## src/rtl/dom.sv

```systemverilog
// dom: blinks "DOM" in Morse code on a single LED, repeating forever.
// A small element/gap state machine walks the 38-unit sequence.
// A unit-cycle counter stretches each unit to UNIT_CYCLES clocks.
module dom #(
    parameter int CLK_HZ      = 50_000_000,
    parameter int UNIT_CYCLES = 10_000_000
) (
    input  logic iCLK,
    input  logic iRST,
    output logic oLED
);

    localparam int CNT_W = (UNIT_CYCLES > 1) ? $clog2(UNIT_CYCLES) : 1;
    localparam logic [CNT_W-1:0] CNT_MAX = CNT_W'(UNIT_CYCLES - 1);

    localparam logic [1:0] MARK     = 2'd0;
    localparam logic [1:0] ELEM_GAP = 2'd1;
    localparam logic [1:0] CHAR_GAP = 2'd2;
    localparam logic [1:0] WORD_GAP = 2'd3;

    logic [1:0]       state_q, state_d;
    logic [1:0]       char_q, char_d;
    logic [1:0]       elem_q, elem_d;
    logic [2:0]       unit_q, unit_d;
    logic [CNT_W-1:0] cnt_q, cnt_d;
    logic             led_q, led_d;
    logic [2:0]       unit_len;

    // D = dash dot dot; every element of O and M is a dash
    function automatic logic elem_is_dash(input logic [1:0] ch, input logic [1:0] el);
        return (ch != 2'd0) || (el == 2'd0);
    endfunction

    // Index of the final element of each character (D:3, O:3, M:2 elements)
    function automatic logic [1:0] last_elem(input logic [1:0] ch);
        case (ch)
            2'd0:    return 2'd2;
            2'd1:    return 2'd2;
            default: return 2'd1;
        endcase
    endfunction

    // Number of Morse units spent in the current state
    function automatic logic [2:0] state_units(input logic [1:0] st, input logic dash);
        case (st)
            MARK:     return dash ? 3'd3 : 3'd1;
            ELEM_GAP: return 3'd1;
            CHAR_GAP: return 3'd3;
            default:  return 3'd7;
        endcase
    endfunction

    // Next-state logic: count cycles within a unit, units within a state,
    // then step to the next element, character, or back to D.
    // The LED register follows the current state, so it lights on the first
    // edge after reset while the machine sits at D dash, unit 0.
    always_comb begin
        state_d  = state_q;
        char_d   = char_q;
        elem_d   = elem_q;
        unit_d   = unit_q;
        cnt_d    = cnt_q;
        unit_len = state_units(state_q, elem_is_dash(char_q, elem_q));
        led_d    = (state_q == MARK);

        if (cnt_q != CNT_MAX) begin
            cnt_d = cnt_q + 1'b1;
        end else begin
            cnt_d = '0;
            if (unit_q != unit_len - 3'd1) begin
                unit_d = unit_q + 3'd1;
            end else begin
                unit_d = '0;
                case (state_q)
                    MARK: begin
                        if (elem_q == last_elem(char_q)) begin
                            state_d = (char_q == 2'd2) ? WORD_GAP : CHAR_GAP;
                        end else begin
                            state_d = ELEM_GAP;
                        end
                    end
                    ELEM_GAP: begin
                        state_d = MARK;
                        elem_d  = elem_q + 2'd1;
                    end
                    CHAR_GAP: begin
                        state_d = MARK;
                        char_d  = char_q + 2'd1;
                        elem_d  = '0;
                    end
                    default: begin
                        state_d = MARK;
                        char_d  = '0;
                        elem_d  = '0;
                    end
                endcase
            end
        end
    end

    // State registers; reset parks the machine at D dash with the LED dark
    always_ff @(posedge iCLK) begin
        if (iRST) begin
            state_q <= MARK;
            char_q  <= '0;
            elem_q  <= '0;
            unit_q  <= '0;
            cnt_q   <= '0;
            led_q   <= 1'b0;
        end else begin
            state_q <= state_d;
            char_q  <= char_d;
            elem_q  <= elem_d;
            unit_q  <= unit_d;
            cnt_q   <= cnt_d;
            led_q   <= led_d;
        end
    end

    assign oLED = led_q;

endmodule

```

## config.mk

```make
export PLATFORM = sky130hd
export DESIGN_NAME = dom
export DESIGN_NICKNAME = d
export VERILOG_FILES = /design/src/rtl/dom.sv
export SDC_FILE = /design/constraint.sdc
export NUM_CORES = 1
export LEC_CHECK = 0
export BUFFER_PORTS_ARGS = -buffer_cell sky130_fd_sc_hd__buf_2
export CAP_MARGIN = 20
export CORE_UTILIZATION = 55
export DETAILED_ROUTE_END_ITERATION = 8
export HOLD_SLACK_MARGIN = 0.15
export PLACE_DENSITY_LB_ADDON = 0.12
export SLEW_MARGIN = 20
export SYNTH_ARGS = -nofsm -noshare
export SYNTH_HDL_FRONTEND = slang
export SYNTH_SLANG_ARGS = --single-unit
```

## constraint.sdc

```tcl
create_clock -name iCLK -period 2.2 [get_ports iCLK]
set_clock_uncertainty 0.05 [all_clocks]
set_input_delay 0.33 -clock iCLK [delete_from_list [all_inputs] [get_ports iCLK]]
set_output_delay 0.33 -clock iCLK [all_outputs]
set_load 0.02 [all_outputs]
```

==> out/qor.yml, run 1 <==
dr.pass1.iters: 6
post_synth.cell_area_avg_um2: 8.66
synth-seq-cells: 34
pwr_density_cell_nw_per_um2: 547
synth_xor_xnor_area_share_pct: 11.0
cts.reportedPaths.clkPinSlew_ns: 0.11
timing.critical_path.fanout_max: 4
synth_top_flop_cell: "sky130_fd_sc_hd__dfxtp_1"
initial_utilization_pct: 59.4
final-hold-violation-count: 0
h-tree-depth: 2
holdCritPathClass: "primary input to flip-flop"
std_cell_rows: 19
run_status: "finished with violations"
max-slew-margin-rel_pct: 68.6
grt_antenna_before_repair: 0
fraction_of_synthesis_flops_using_an_asynchronous_set_or_reset_pin_pct: 0
violations: "DRC, setup timing"
dieWidth_um: 57.3
num_io_pins: 3
synthTopCellsByArea: "sky130_fd_sc_hd__dfxtp_1, sky130_fd_sc_hd__nor2_1, sky130_fd_sc_hd__xor2_1"
ys_types: 41
drc: 2
gp_routability_congestion: 0.792
share_of_the_synthesized_area_in_compound_gates_ao_oa_aoi_oai_pct: 8.05
largest_net_degree_at_the_start_of_global_routing: 24
vdd.ir_drop.worst_mv: 0.416
cts_root_buffer: "sky130_fd_sc_hd__clkbuf_4"
antenna-diode-count: 0
tritoncts: "yes"
num-nets-final: 226
synth-simple-area-share_pct: 30.7
post-dp-hpwl_um: 2500
die_area_um2: 3280
worst-r2r-setup-slack_ns: -0.01
reg2reg_depth: 7
die_height_um: 57.3
drt_first_iter_violations: 105
crit-reg2reg-capture: "state_q[1]"
grt_pass1_vias: 1330
worst_slack_ns: -0.0121
syn-num-nets: 202
post-place-cells: 236
placedInstanceArea_um2: 1830
critical_path_arrival_ns: 2.43
final_cell_count_no_fill: 250
synth_warnings: 0
max-clock-path-buffers: 2
globalRoute.totalOverflow: 0
layout.cell_area.non_filler_um2: 2020
power_leakage_uw: 0.000740
synth_top_family_by_area: "simple AND/OR/NAND/NOR gates"
cts_inserted_buffers: 5
clock-sinks: 34
top_cell_type_s_share_of_synthesized_area_pct: 40.5
netlist_instances: 194
antenna_violating_nets_post_route: 0
finalWorstPathRequiredPeriod_ns: 2.21
layout_worst_path_cycle_share_pct: 101
synth.area.mux_share_pct: 1.86
synth-edff-count: 0
endpoint: "state_q[1]"
global_route.usage.total_pct: 22.7
setup.worst_path.start_class: "flip-flop"
grt_pass1_wl_um: 5710
finalSetupViolations: 1
maximum_capacitance_violations: 0
core_region_area_um2: 2830
crit_path_start: "elem_q[0]"
worstMarginPinSlew_ns: 0.465
worstSetupEndpointType: "flip-flop"
routed-via-count: 1448
clock_latency_ns: 0.33
synth.yosys.seq_area_share_pct: 40.5
final_max_slew_viol_count: 0
critical_path_required_ns: 2.42
netlist_area_um2: 1680
path_type_of_the_worst_setup_path: "flip-flop to flip-flop"
drt-wirelength-per-cell_um: 14.0
grt_setup_unrepaired: "true"
synth_top_area_cell: "sky130_fd_sc_hd__dfxtp_1"
synth_fa_ha_area_share_pct: 4.47
detail_route.wirelength_um: 3490
areaGrowthSynthToFinish_pct: 20.1
drt-vias-per-instance: 5.79
numPortBuffers: 2
drive_gt1_share_pct: 25.6
reg2reg_launch_point: "elem_q[0]"
highest_achievable_clock_rate_mhz: 452
logic make-up after synthesis:
logic type / count (synthesis)
AO/OA/AOI/OAI: 20
XOR/XNOR: 21
adder cells (fa/ha/maj): 6
buffers and inverters: 13
flip-flops: 34
multiplexers: 3
AND/OR/NAND/NOR: 97
how the worst min path moves through the flow:
| stage | cells after the start | endpoint | start |
|---|---|---|---|
| final | 2 | cnt_q[6] | iRST |
| after global routing | 2 | cnt_q[6] | iRST |
| after CTS | 2 | cnt_q[6] | iRST |
| after detailed placement | 2 | char_q[1] | char_q[1] |
| after global placement | 2 | elem_q[0] | elem_q[0] |
| after floorplan | 1 | cnt_q[0] | cnt_q[0] |
critical path: stages, from the launching register on:
cell                       delay, ns
sky130_fd_sc_hd__dfxtp_4        0.38
sky130_fd_sc_hd__inv_4          0.04
sky130_fd_sc_hd__ha_4           0.15
sky130_fd_sc_hd__or4b_4         0.54
sky130_fd_sc_hd__o32ai_4        0.30
sky130_fd_sc_hd__o211ai_2       0.13
sky130_fd_sc_hd__or4_4          0.44
sky130_fd_sc_hd__a21oi_2        0.13
sequential cells by signal (all words and copies together) (netlist names):
signal	cells
state_q	2
cnt_q	24
elem_q	2
char_q	2
oLED	1
unit_q	3
final cells by class:
type	instances	area, µm²
timing repair buffer	24	191
inverter	6	25.0
clock inverter	1	5.00
tap	31	38.8
sequential	34	689
multi-input combinational	147	1010
fill	230	812
clock buffer	7	55.1
layout by cell type, fill, tap and decap left out, types with 3 or more instances in the layout:
| cell type | count |
|---|---|
| sky130_fd_sc_hd__a21oi_1 | 6 |
| sky130_fd_sc_hd__and3_1 | 4 |
| sky130_fd_sc_hd__buf_4 | 20 |
| sky130_fd_sc_hd__clkbuf_4 | 5 |
| sky130_fd_sc_hd__dfxtp_1 | 29 |
| sky130_fd_sc_hd__dfxtp_2 | 4 |
| sky130_fd_sc_hd__ha_1 | 4 |
| sky130_fd_sc_hd__inv_2 | 3 |
| sky130_fd_sc_hd__nand2_1 | 12 |
| sky130_fd_sc_hd__nand3_1 | 12 |
| sky130_fd_sc_hd__nand4_1 | 6 |
| sky130_fd_sc_hd__nor2_1 | 33 |
| sky130_fd_sc_hd__nor3_1 | 5 |
| sky130_fd_sc_hd__nor4b_1 | 4 |
| sky130_fd_sc_hd__o21ai_0 | 5 |
| sky130_fd_sc_hd__or4_4 | 3 |
| sky130_fd_sc_hd__xnor2_1 | 7 |
| sky130_fd_sc_hd__xor2_1 | 14 |
synthesized netlist by cell type (all sizes together) (5+ instances only):
cell type,instances
nor2,34
nor3,5
o21ai,6
nand4,6
inv,6
xnor2,7
a21oi,7
dfxtp,34
nand3,12
ha,6
nand2,12
xor2,14
timing repair:
| action | in CTS | in global routing |
|---|---|---|
| resized for setup | 2 | 20 |
| cloned | 0 | 0 |
| endpoints found under the setup margin | 4 | 28 |
| pin swaps | 1 | 4 |
| buffers inserted | 0 | 6 |
| hold buffers | 0 | 0 |
per-stage QoR:
stage	setup TNS (ns)	power (µW)	utilization [%]	hold WS [ns]	worst slack (ns)
6_report	-0.0121	1100	71.3	0.317	-0.0121
5_1_grt	-0.142	1150	71.3	0.318	-0.0787
4_1_cts	0	1080	67.3	0.297	0.0238
3_3_place_gp	0	715	64.7	0.429	0.0364
3_5_place_dp	-0.0816	719	64.7	0.447	-0.0405
2_1_floorplan	0	701	-	0.391	0.00114
power by group:
group / switching, µW / leakage, µW / internal [µW]
combinational: 49.0 / 0.000427 / 60.4
sequential: 12.0 / 0.000278 / 627
clock: 201 / 0.0000353 / 155
total: 262 / 0.000740 / 842
routing by layer:
layer | track usage [%] | wire length, µm | part of all wire, %
met5 | 0 | 0 | 0
met4 | 7.32 | 51 | 1.5
met3 | 5.44 | 104 | 3.0
met2 | 38.2 | 1700 | 49
met1 | 28.7 | 1630 | 47
No activity file was read; power rests on OpenSTA's default activity.
==> run 2, diff against run 1 <==
- REMOVE_ABC_BUFFERS: default -> 1
==> run 2 against run 1 <==
Net effect:
- the run now ends clean
- non-clock buffer count fell by 1
- core utilization down 0.58 points
- global-route usage up 2.5 points
- critical path depth unchanged
- via count increased by 4.1%
- worst setup slack improved by 0.062 ns
- sequential share of layout area grew 0.090 points
==> out/qor.yml, run 2 (synthesis results as in run 1) <==
global_route.usage.total_pct: 25.2  # +2.5 points
clock_latency_ns: 0.36  # +0.03 ns
dieWidth_um: 57.3  # unchanged
pwr_density_cell_nw_per_um2: 590  # +7.8%
critical_path_required_ns: 2.45  # +0.03 ns
drive_gt1_share_pct: 23.4  # -2.2 points
initial_utilization_pct: 59.4  # unchanged
critPathMaxStageDelay_ns: 0.49  # -0.05 ns
worstMarginPinSlew_ns: 0.480  # +0.0148 ns
final.setup.tns_ns: 0  # +0.0121 ns
power.clock.fraction_pct: 37.0  # +4.8 points
die_area_um2: 3280  # unchanged
crit_path_start: "elem_q[0]"
gp_routability_congestion: 0.776  # -2.1%
grt_setup_unrepaired: "true"
multi_input_area_um2: 995  # -1.7%
total_power_uw: 1180  # +6.9%
h-tree-depth: 2  # unchanged
hold-path-cell-count: 2  # unchanged
max-slew-margin-rel_pct: 67.9  # -0.67 points
holdCritPathClass: "primary input to flip-flop"
worst_path_max_delay_cell: "sky130_fd_sc_hd__or4b_4"
std_cell_rows: 19  # unchanged
cts_root_buffer: "sky130_fd_sc_hd__clkbuf_4"
num-nets-final: 225  # -0.44%
drt-wirelength-per-cell_um: 14.9  # +6.7%
grt_pass1_wl_um: 6240  # +9.3%
final_cell_mix: "sky130_fd_sc_hd__nor2_1, sky130_fd_sc_hd__dfxtp_1, sky130_fd_sc_hd__buf_4"
post-dp-hpwl_um: 2390  # -4.5%
antenna-diode-count: 0  # unchanged
critical-path-top-delay-family: "simple AND/OR/NAND/NOR gates"
vdd.ir_drop.worst_mv: 0.402  # -3.2%
hold_buffers: 0  # unchanged
internal_power_uw: 901  # +7.0%
largest_register_ffs: 24  # unchanged
timing.critical_path.fanout_max: 2  # -2
netSwitchingPower_uw: 279  # +6.6%
num_io_pins: 3  # unchanged
max-clock-path-buffers: 2  # unchanged
die_height_um: 57.3  # unchanged
fin_util_pct: 70.7  # -0.58 points
worstSetupEndpointType: "flip-flop"
timing.hold.worst.start: "iRST"
switching_share_pct: 23.7  # -0.062 points
worst-r2r-setup-slack_ns: 0.05  # +0.06 ns
fillCellCount: 225  # -2.2%
drt_first_iter_violations: 97  # -7.6%
top_regs: "cnt_q: 24 flops, unit_q: 3 flops"
critical_path_arrival_ns: 2.40  # -0.03 ns
tritoncts: "yes"
detail_route.wirelength_um: 3710  # +6.3%
grt_pass1_vias: 1443  # +8.5%
cts_inserted_buffers: 5  # unchanged
fin_worst_hold_slack_ns: 0.292  # -0.0251 ns
largest_net_degree_at_the_start_of_global_routing: 24  # unchanged
areaGrowthSynthToFinish_pct: 19.2
final_max_slew_viol_count: 0  # unchanged
run_status: "finished clean"
finalWorstPathRequiredPeriod_ns: 2.15  # -0.0623 ns
globalRoute.totalOverflow: 0  # unchanged
reg2reg_depth: 7  # unchanged
dr.pass1.iters: 4  # -2
registers.top_by_ff_count: "cnt_q"
crit-reg2reg-capture: "state_q[1]"
core_region_area_um2: 2830  # unchanged
highest_achievable_clock_rate_mhz: 465  # +2.9%
setup.worst_path.start_class: "flip-flop"
grt_antenna_before_repair: 0  # unchanged
numPortBuffers: 2  # unchanged
path_type_of_the_worst_setup_path: "flip-flop to flip-flop"
final-hold-violation-count: 0  # unchanged
maximum_capacitance_violations: 0  # unchanged
cts.reportedPaths.clkPinSlew_ns: 0.11  # about the same
drc: 0  # -2
sequentialPowerShare_pct: 53.9  # -4.0 points
routed-via-count: 1508  # +4.1%
worst_path_buf_inv: 1  # unchanged
regArea_um2: 686  # -0.54%
hold-path-endpoint: "cnt_q[6]"
reg2reg_launch_point: "elem_q[0]"
antenna_violating_nets_post_route: 0  # unchanged
power_leakage_uw: 0.000741  # +0.11%
p_comb_share_pct: 9.0  # -0.9 points
finalSetupViolations: 0  # -1
layout_worst_path_cycle_share_pct: 97.7  # -2.8 points
most_common_cell_after_layout_fill_and_taps_aside: "sky130_fd_sc_hd__nor2_1"
drt-vias-per-instance: 6.06  # +4.6%
critical_path.cell_chain: "inv_2 > ha_4 > or4b_4 > o32ai_4 > o211ai_2 > or4_1 > a21oi_1"
clock-sinks: 34  # unchanged
==> run 2: repair_timing <==
| action | CTS | global route |
|---|---|---|
| gates resized for setup | 9 | 8 |
| pin swaps | 6 | 8 |
| hold endpoints to repair | 0 | 0 |
| buffers inserted | 3 | 2 |
| setup endpoints to repair | 1 | 7 |
==> run 2: area by class of cell <==
cell class | count | area share [%]
inverters | 6 | 1.13
multi-input cells | 147 | 49.7
flip-flops and latches | 34 | 34.3
well taps | 31 | 1.94
clock buffers | 8 | 3.94
repair buffers | 23 | 9.01
==> run 2: through the flow <==
step / instances / setup WS, ns / instance area [µm²]
2_1_floorplan: 187 / -0.0523 / 1640
3_3_place_gp: 236 / 0.0535 / 1830
3_5_place_dp: 236 / -0.000695 / 1830
4_1_cts: 247 / -0.0248 / 1960
5_1_grt: 249 / -0.0340 / 2000
6_report: 249 / 0.0502 / 2000
==> run 2: per-layer routing <==
layer,vias to the layer above,part of all wire (%),global-route usage [%]
met2,42,47,40.2
li1,729,-,-
met5,-,0,0
met3,16,5.2,6.12
met1,721,45,30.7
met4,0,3.4,15.3
==> run 2: worst max-delay path by stage <==
stage / slack (ns) / cells after the start / end
floorplan: -0.05 / 7 / state_q[1]
global placement: 0.05 / 7 / state_q[1]
detailed placement: -0.0007 / 7 / state_q[1]
CTS: -0.02 / 7 / state_q[1]
global route: -0.03 / 7 / state_q[1]
finish: 0.05 / 7 / state_q[1]
==> run 2: power by group through the flow <==
stage / Combinational, µW / Sequential [µW] / Clock (µW)
after CTS: 97.2 / 636 / 439
after floorplan: 42.0 / 650 / 0
after detailed placement: 78.2 / 649 / 0
final: 107 / 636 / 437
after global placement: 76.5 / 648 / 0
after global routing: 118 / 637 / 472
